File: config.mk
export PLATFORM = sky130hd
export DESIGN_NAME = lc3_bus_monitor
export DESIGN_NICKNAME = d
export VERILOG_FILES = /design/src/rtl/lc3_mon_pkg.sv /design/src/rtl/mon_fifo.sv /design/src/rtl/lc3_bus_monitor.sv
export SDC_FILE = /design/constraint.sdc
export NUM_CORES = 1
export LEC_CHECK = 0
export ABC_CLOCK_PERIOD_IN_PS = 6600
export BUFFER_PORTS_ARGS = -buffer_cell sky130_fd_sc_hd__buf_2
export CELL_PAD_IN_SITES_DETAIL_PLACEMENT = 0
export CELL_PAD_IN_SITES_GLOBAL_PLACEMENT = 1
export CORE_AREA = 2 2 350 386
export DETAILED_ROUTE_END_ITERATION = 8
export DIE_AREA = 0 0 352 388
export GPL_TIMING_DRIVEN = 0
export PLACE_DENSITY_LB_ADDON = 0.1
export SLEW_MARGIN = 5
export SYNTH_ARGS = -nofsm -noshare
export SYNTH_HDL_FRONTEND = slang
export SYNTH_SLANG_ARGS = --single-unit
export TNS_END_PERCENT = 10
File: constraint.sdc
create_clock -name clk -period 6.6 [get_ports clk]
set_clock_uncertainty 0.15 [all_clocks]
set_input_delay 0.99 -clock clk [delete_from_list [all_inputs] [get_ports clk]]
set_output_delay 0.99 -clock clk [all_outputs]
set_load 0.05 [all_outputs]
File: src/rtl/lc3_mon_pkg.sv
// rtl/lc3_mon_pkg.sv - shared record types for the LC-3 memory bus monitor
package lc3_mon_pkg;

  localparam int SEQ_W = 16;

  typedef enum logic [1:0] {
    FETCH = 2'd0,
    LOAD  = 2'd1,
    STORE = 2'd2
  } txn_kind_t;

  // Default-width record as seen by the scoreboard side
  typedef struct packed {
    txn_kind_t        kind;
    logic [15:0]      addr;
    logic [15:0]      data;
    logic [SEQ_W-1:0] seq;
  } txn_t;

endpackage

File: src/rtl/mon_fifo.sv
// rtl/mon_fifo.sv - record FIFO: storage, wrapping pointers, occupancy
module mon_fifo #(
  parameter type T     = logic [7:0],
  parameter int  DEPTH = 16
) (
  input  logic                   clk,
  input  logic                   reset,
  input  logic                   push,
  input  T                       push_data,
  input  logic                   pop,
  output T                       head,
  output logic                   valid,
  output logic                   full,
  output logic [$clog2(DEPTH):0] occupancy
);

  localparam int PW = $clog2(DEPTH);
  localparam logic [PW:0] FULL_OCC = (PW+1)'(DEPTH);

  T              mem [DEPTH];
  logic [PW-1:0] wr_ptr;
  logic [PW-1:0] rd_ptr;
  logic          do_push;
  logic          do_pop;

  assign valid   = (occupancy != '0);
  assign full    = (occupancy == FULL_OCC);
  assign do_pop  = pop && valid;
  // A pop on the same edge frees the slot, so a full FIFO still accepts
  assign do_push = push && (!full || do_pop);
  assign head    = valid ? mem[rd_ptr] : '0;

  always_ff @(posedge clk) begin
    if (do_push) mem[wr_ptr] <= push_data;
  end

  always_ff @(posedge clk or negedge reset) begin
    if (!reset) begin
      wr_ptr    <= '0;
      rd_ptr    <= '0;
      occupancy <= '0;
    end else begin
      if (do_push) wr_ptr <= wr_ptr + 1'b1;
      if (do_pop)  rd_ptr <= rd_ptr + 1'b1;
      case ({do_push, do_pop})
        2'b10:   occupancy <= occupancy + 1'b1;
        2'b01:   occupancy <= occupancy - 1'b1;
        default: occupancy <= occupancy;
      endcase
    end
  end

endmodule

File: src/rtl/lc3_bus_monitor.sv
// rtl/lc3_bus_monitor.sv - passive LC-3 memory bus recorder with FIFO and drop/error stats
module lc3_bus_monitor
  import lc3_mon_pkg::*;
#(
  parameter int DEPTH  = 16,
  parameter int ADDR_W = 16,
  parameter int DATA_W = 16
) (
  input  logic                   clk,
  input  logic                   reset,
  input  logic [ADDR_W-1:0]      address,
  input  logic [DATA_W-1:0]      dataToMemory,
  input  logic [DATA_W-1:0]      dataFromMemory,
  input  logic                   writeEnable,
  input  logic                   memRead,
  input  logic                   fetch,
  input  logic                   clr_stats,
  output logic                   txn_valid,
  input  logic                   txn_ready,
  output logic [1:0]             txn_kind,
  output logic [ADDR_W-1:0]      txn_addr,
  output logic [DATA_W-1:0]      txn_data,
  output logic [SEQ_W-1:0]       txn_seq,
  output logic [$clog2(DEPTH):0] occupancy,
  output logic [15:0]            drop_count,
  output logic                   overflow,
  output logic                   proto_err
);

  typedef struct packed {
    txn_kind_t         kind;
    logic [ADDR_W-1:0] addr;
    logic [DATA_W-1:0] data;
    logic [SEQ_W-1:0]  seq;
  } rec_t;

  rec_t             rec;
  rec_t             head;
  logic             qualified;
  logic             strobe_err;
  logic             full;
  logic             drop;
  logic [SEQ_W-1:0] seq;

  // Store outranks fetch, fetch outranks load
  always_comb begin
    rec.kind   = LOAD;
    rec.addr   = address;
    rec.data   = dataFromMemory;
    rec.seq    = seq;
    if (writeEnable) begin
      rec.kind = STORE;
      rec.data = dataToMemory;
    end else if (fetch) begin
      rec.kind = FETCH;
    end
  end

  assign qualified  = writeEnable || fetch || memRead;
  assign strobe_err = writeEnable && (fetch || memRead);
  assign drop       = qualified && full && !(txn_valid && txn_ready);

  mon_fifo #(
    .T     (rec_t),
    .DEPTH (DEPTH)
  ) u_fifo (
    .clk       (clk),
    .reset     (reset),
    .push      (qualified),
    .push_data (rec),
    .pop       (txn_ready),
    .head      (head),
    .valid     (txn_valid),
    .full      (full),
    .occupancy (occupancy)
  );

  assign txn_kind = head.kind;
  assign txn_addr = head.addr;
  assign txn_data = head.data;
  assign txn_seq  = head.seq;

  // Dropped records still burn a sequence number so the consumer sees the gap
  always_ff @(posedge clk or negedge reset) begin
    if (!reset) begin
      seq        <= '0;
      drop_count <= '0;
      overflow   <= 1'b0;
      proto_err  <= 1'b0;
    end else begin
      if (qualified) seq <= seq + 1'b1;
      if (drop) begin
        if (clr_stats)                  drop_count <= 16'd1;
        else if (drop_count != 16'hFFFF) drop_count <= drop_count + 16'd1;
      end else if (clr_stats) begin
        drop_count <= '0;
      end
      overflow  <= drop || (overflow && !clr_stats);
      proto_err <= strobe_err || (proto_err && !clr_stats);
    end
  end

endmodule

== Word level (Yosys, flattened, before mapping) ==
Memory sizes are Yosys's and may differ from the RTL's.
Index checks and enable logic that the tools add are counted.

* Add/subtract/negate cells: 6
* Eq/ne operators: 4
* Multiplexer cells: 11
* Reduce and logical (&&, ||, !) cells: 21

{| class="wikitable"
|+ Operators by type and width
! operator !! number
|-
| $mux W16 || 5
|-
| $mux W50 || 1
|-
| $add A16 B1 Y16 const B || 2
|-
| $ne A16 B16 Y1 const B || 1
|-
| $pmux W5 S2 || 1
|-
| $add A4 B1 Y4 const B || 2
|-
| $logic_and A1 B1 Y1 || 7
|-
| $logic_or A1 B1 Y1 || 6
|-
| $reduce_bool A2 Y1 || 3
|-
| $add A5 B1 Y5 const B || 1
|-
| $eq A5 B5 Y1 const B || 1
|-
| $reduce_bool A5 Y1 || 1
|-
| $sub A5 B1 Y5 const B || 1
|-
| $logic_not A1 Y1 || 3
|-
| $mux W1 || 3
|-
| $eq A2 B1 Y1 const B || 1
|-
| $eq A2 B2 Y1 const B || 1
|-
| $mux W2 || 1
|-
| $reduce_and A2 Y1 || 1
|}

* Register bits: 47
* Memory bits (writable): 800
* Input port bits: 55
* Output and inout port bits: 74
* Logic and storage cells: 50
* Memories: 1

{| class="wikitable"
|+ Memory list
! memory !! words !! width !! rd ports !! clocked after memory_dff !! wr ports !! line !! RTL
|-
| u_fifo.mem || 16 || 50 || 1 || 0 || 1 || mon_fifo.sv:20 || <nowiki>T mem [DEPTH];</nowiki>
|}

== Depth between registers and ports, before layout ==
* Word-level depth: 6
* Gate-level depth with buffers: 9
* Mapped depth without buffers: 8

== Modules after synthesis ==
A second synthesis with hierarchy kept.

* Cells, all modules: 1546
* Area total of the unflattened synthesis: 33280.7 um^2

{| class="wikitable"
|+ Modules (own cells, without submodules)
! module !! times used !! cells each !! area an instance (um^2) !! seq. area each (um^2)
|-
| mon_fifo || 1 || 1368 || 31372.6 || 24348.4
|-
| lc3_bus_monitor || 1 || 178 || 1908.1 || 850.8
|}

== Least setup slack after synthesis ==
No wires, ideal clock.

* Path type: input to register
* Start: in txn_ready
* End: mem u_fifo.mem[3][0] (netlist bit), enable pin
* Setup time: 519 ps
* Arrival time: 5469 ps
* Required time: 5931 ps
* Path slack: 462 ps
* Stages: 6
* Path buffers: 2
* Cells stage by stage: clkbuf_1 > nor2b_1 > a21oi_1 > clkbuf_1 > nand2_1 > nor3_1

* Longest elaborated chain between the ends: 5

{| class="wikitable"
|+ Ends and longest elaborated chain
! element !! line !! RTL
|-
| start, declared || lc3_bus_monitor.sv:19 || <nowiki>input logic txn_ready,</nowiki>
|-
| $logic_and A1 B1 Y1 || mon_fifo.sv:28 || <nowiki>assign do_pop = pop && valid;</nowiki>
|-
| $logic_or A1 B1 Y1 || mon_fifo.sv:30 || <nowiki>assign do_push = push && (!full || do_pop);</nowiki>
|-
| $logic_and A1 B1 Y1 || mon_fifo.sv:30 ||
|-
| $mux W1 || mon_fifo.sv:34 || <nowiki>if (do_push) mem[wr_ptr] <= push_data;</nowiki>
|-
| $mux W1 (not written as such) || mon_fifo.sv:34 ||
|-
| end, declared || mon_fifo.sv:20 ||
|}

Every way passes these cells.

== Worst setup path in the final report ==
* Start: reg u_fifo.rd_ptr[1]
* End: out txn_data[2]

* Longest elaborated chain between the ends: 2

{| class="wikitable"
|+ Ends and longest elaborated chain
! element !! line !! RTL
|-
| start, declared || mon_fifo.sv:22 || <nowiki>logic [PW-1:0] rd_ptr;</nowiki>
|-
| start signal, assigned || mon_fifo.sv:44 || <nowiki>if (do_pop) rd_ptr <= rd_ptr + 1'b1;</nowiki>
|-
| $mem_v2 Z16 W50 || -- ||
|-
| $mux W50 || mon_fifo.sv:31 || <nowiki>assign head = valid ? mem[rd_ptr] : '0;</nowiki>
|-
| end, declared || lc3_bus_monitor.sv:22 || <nowiki>output logic [DATA_W-1:0] txn_data,</nowiki>
|}

Every way passes these cells.

==> results.toml <==
[clock_network]
post_cts_resized = 0
tritoncts_clock_tree = "done"
cts-root-to-sink-buffers = 3
cts_buffers = 95
htreeDepth = 3
sinks_on_the_clock_net = 847
cts_setup_buffers = 0
clk-insertion-delay-late_ns = 0.67
clock_transition_time_at_the_flip_flop_clock_pins_of_the_worst_setup_and_hold_paths_ns = 0.06
ctsHoldBuffers = 0
clk_root_buffer_cell = "sky130_fd_sc_hd__clkbuf_16"

[timing]
finalHoldViolCount = 0
fin_crit_sh_pct = 77.9
max_clock_freq_ghz = 0.195
timing.final.ws_setup_ns = 1.46
final.min_clock_period_ns = 5.14
slew-limit-headroom_pct = 17.6
slew_viol_final = 0
finalSetupViolCount = 0
grt_setup_unrepaired = "false"
worstMarginPinSlew_ns = 1.24

[power_and_ir_drop]
power.switching_mw = 7.08
totalPowerFinal_mw = 19.6
worst_ir_drop_vdd_mv = 0.194
power_density_mw_per_mm2 = 487
power.leakage_nw = 13.1
power_frac_seq_pct = 37.1
pwr-share-clk_pct = 26.9
p_sw_share_pct = 36.2
power_frac_comb_pct = 36.1
power_report.internal_total_mw = 12.5

[grt]
globalRouteOverflowTotal = 0
grt_start_max_net_pins = 48
gr-usage-all-layers_pct = 13.8
wire_length_of_the_first_global_routing_pass_mm = 133
first_global_vias = 17600
antenna_violations_before_repair = 7

[layout]
flip_flop_and_latch_area_mm2 = 0.0252
nNetsFinal = 1868
multiInputGateArea_mm2 = 0.00754
final_instance_area_mm2 = 0.0401
drive_gt1_share_pct = 32.1
area.growth.synth_to_final_pct = 21.7
n_fill_cell = 12800

[drt]
wl_mm = 93.8
drt-wirelength-per-cell_um = 25.6
routed_via_density = 4.40
detail_route.drc_violations = 0
routed-via-count = 16100
iter_0_drt_violations = 1071
drt_first_pass_iters = 5
ant_nets = 0

[logic_synthesis]
synth_edf_count = 800
synthesis.nets = 1577
yosys-top-cells-area = "sky130_fd_sc_hd__edfxtp_1, sky130_fd_sc_hd__mux4_2, sky130_fd_sc_hd__dfrtp_1"
mappedNetlistArea_mm2 = 0.0330
synth-seq-cells = 847
synthesis.area_per_instance_um2 = 21.8
synth_flop_cell = "sky130_fd_sc_hd__edfxtp_1"
postSynthCellCount = 1513
synth_top_cells_by_count = "sky130_fd_sc_hd__edfxtp_1, sky130_fd_sc_hd__mux4_2, sky130_fd_sc_hd__mux2i_1"
synth.lib_cells_used.distinct = 54
async_flop_share_pct = 5.55
synthDominantAreaCellType = "sky130_fd_sc_hd__edfxtp_1"
post-synth-top-area-fraction_pct = 72.8
yosysMostFrequentCell = "sky130_fd_sc_hd__edfxtp_1"
yosysWarningCount = 0
seq_area_frac_synth_pct = 76.4

[critical_path]
worstPathArrival_ns = 4.00
slowest_stage = "sky130_fd_sc_hd__buf_1"
worst_path_largest_cell_delay_ns = 0.94
required_ns = 5.46
path_delay_family = "buffers and inverters"
crit_path_start_kind = "flip-flop"
worstPathBufferInverterCount = 3
crit_end_category = "output port"
worstSetupPathType = "flip-flop to output port"
timing.critical_path.fanout_max = 10
crit_chain = "clkbuf_1 > buf_1 > mux4_2 > mux2i_1 > o22ai_1 > buf_2"

[place]
port_buffers = 126
place_congestion = 0.725
post-dp-hpwl_mm = 62.5
placed_cell_area_mm2 = 0.0371
placement.setup.worst_slack_ns = 1.78

[die]
floorplan_die_area_mm2 = 0.137
core_mm2 = 0.132
num_rows = 140
start_util_pct = 24.9
die_width_um = 352
dieHeight_um = 388
num_io_pins = 129

[worst_hold_path]
hold_class = "input pin to asynchronous set/reset pin"

[run_status]
run_status = "complete, no violations"

[flow_run]
cap_violations = 0
power groups by stage:
stage | combinational, mW | clock [mW] | sequential (mW)
after floorplan | 4.46 | 0 | 7.38
after global placement | 6.91 | 0 | 7.54
after detailed placement | 7.34 | 0 | 7.38
after CTS | 7.35 | 5.45 | 7.27
after global routing | 7.55 | 5.64 | 7.34
final | 7.05 | 5.25 | 7.26
sequential cells by signal (all words and copies together), names as in the netlist:
register and count:
u_fifo.mem 800, drop_count 16, proto_err 1, overflow 1, u_fifo.wr_ptr 4, u_fifo.rd_ptr 4
u_fifo.occupancy 5, seq 16
area by class of cell:
cell class	count	area share [%]
Tap cell	1775	5.53
Clock buffer	117	6.37
Antenna cell	2	0.0125
Inverter	7	0.0655
Buffer	80	0.848
Multi-Input combinational cell	579	18.8
Sequential cell	847	62.8
Timing Repair Buffer	194	4.31
Clock inverter	59	1.32
worst paths after layout:
check,startpoint,to,slack [ns],cells past startpoint
max,u_fifo.rd_ptr[1],txn_data[2],1.46,6
min,reset,seq[11],0.23,1
max reg2reg,u_fifo.occupancy[4],u_fifo.mem[3][23],2.84,10
min reg2reg,overflow,overflow,0.36,1
max in group asynchronous,reset,drop_count[2],5.49,1
min in group clk,overflow,overflow,0.36,1
per-stage QoR:
stage           TNS, ns  cells  util, %  hold WS, ns
2_1_floorplan         0   1513        -        0.327
3_3_place_gp   -2558.32   3414     27.1        0.326
3_5_place_dp          0   3482     28.0        0.355
4_1_cts               0   3658     30.3        0.223
5_1_grt               0   3659     30.3        0.258
6_report              0   3660     30.4        0.227
placed cells by master, fill, tap and decap left out, types with 16 or more instances in the layout:
cell type,instances
sky130_fd_sc_hd__buf_2,151
sky130_fd_sc_hd__mux4_2,200
sky130_fd_sc_hd__mux2i_1,100
sky130_fd_sc_hd__edfxtp_1,800
sky130_fd_sc_hd__clkinv_1,25
sky130_fd_sc_hd__nand2_1,24
sky130_fd_sc_hd__clkbuf_1,58
sky130_fd_sc_hd__o22ai_1,50
sky130_fd_sc_hd__clkbuf_16,99
sky130_fd_sc_hd__clkinv_2,17
sky130_fd_sc_hd__xnor2_1,17
sky130_fd_sc_hd__buf_4,20
sky130_fd_sc_hd__buf_12,26
sky130_fd_sc_hd__nor2_1,16
sky130_fd_sc_hd__mux2_2,22
sky130_fd_sc_hd__dfrtp_1,47
cell families (layout without fill, tap and decap cells):
group	count (synthesis)	count (layout)	synth area share (%)
flip-flops	847	847	76.4
multiplexers	324	324	17.5
AND/OR/NAND/NOR	128	128	2.09
AO/OA/AOI/OAI	94	94	1.92
buffers and inverters	87	457	1.11
XOR/XNOR	24	24	0.637
adder cells (fa/ha/maj)	9	9	0.341
other	0	2	0
layer usage:
metal	share of wire, %	track usage (%)	vias to the layer above
met3	4.2	2.40	105
li1	-	-	6998
met2	51	23.7	341
met5	0.012	0	-
met1	43	17.7	8669
met4	1.9	4.08	2
Power figures use the tool's default switching activity.
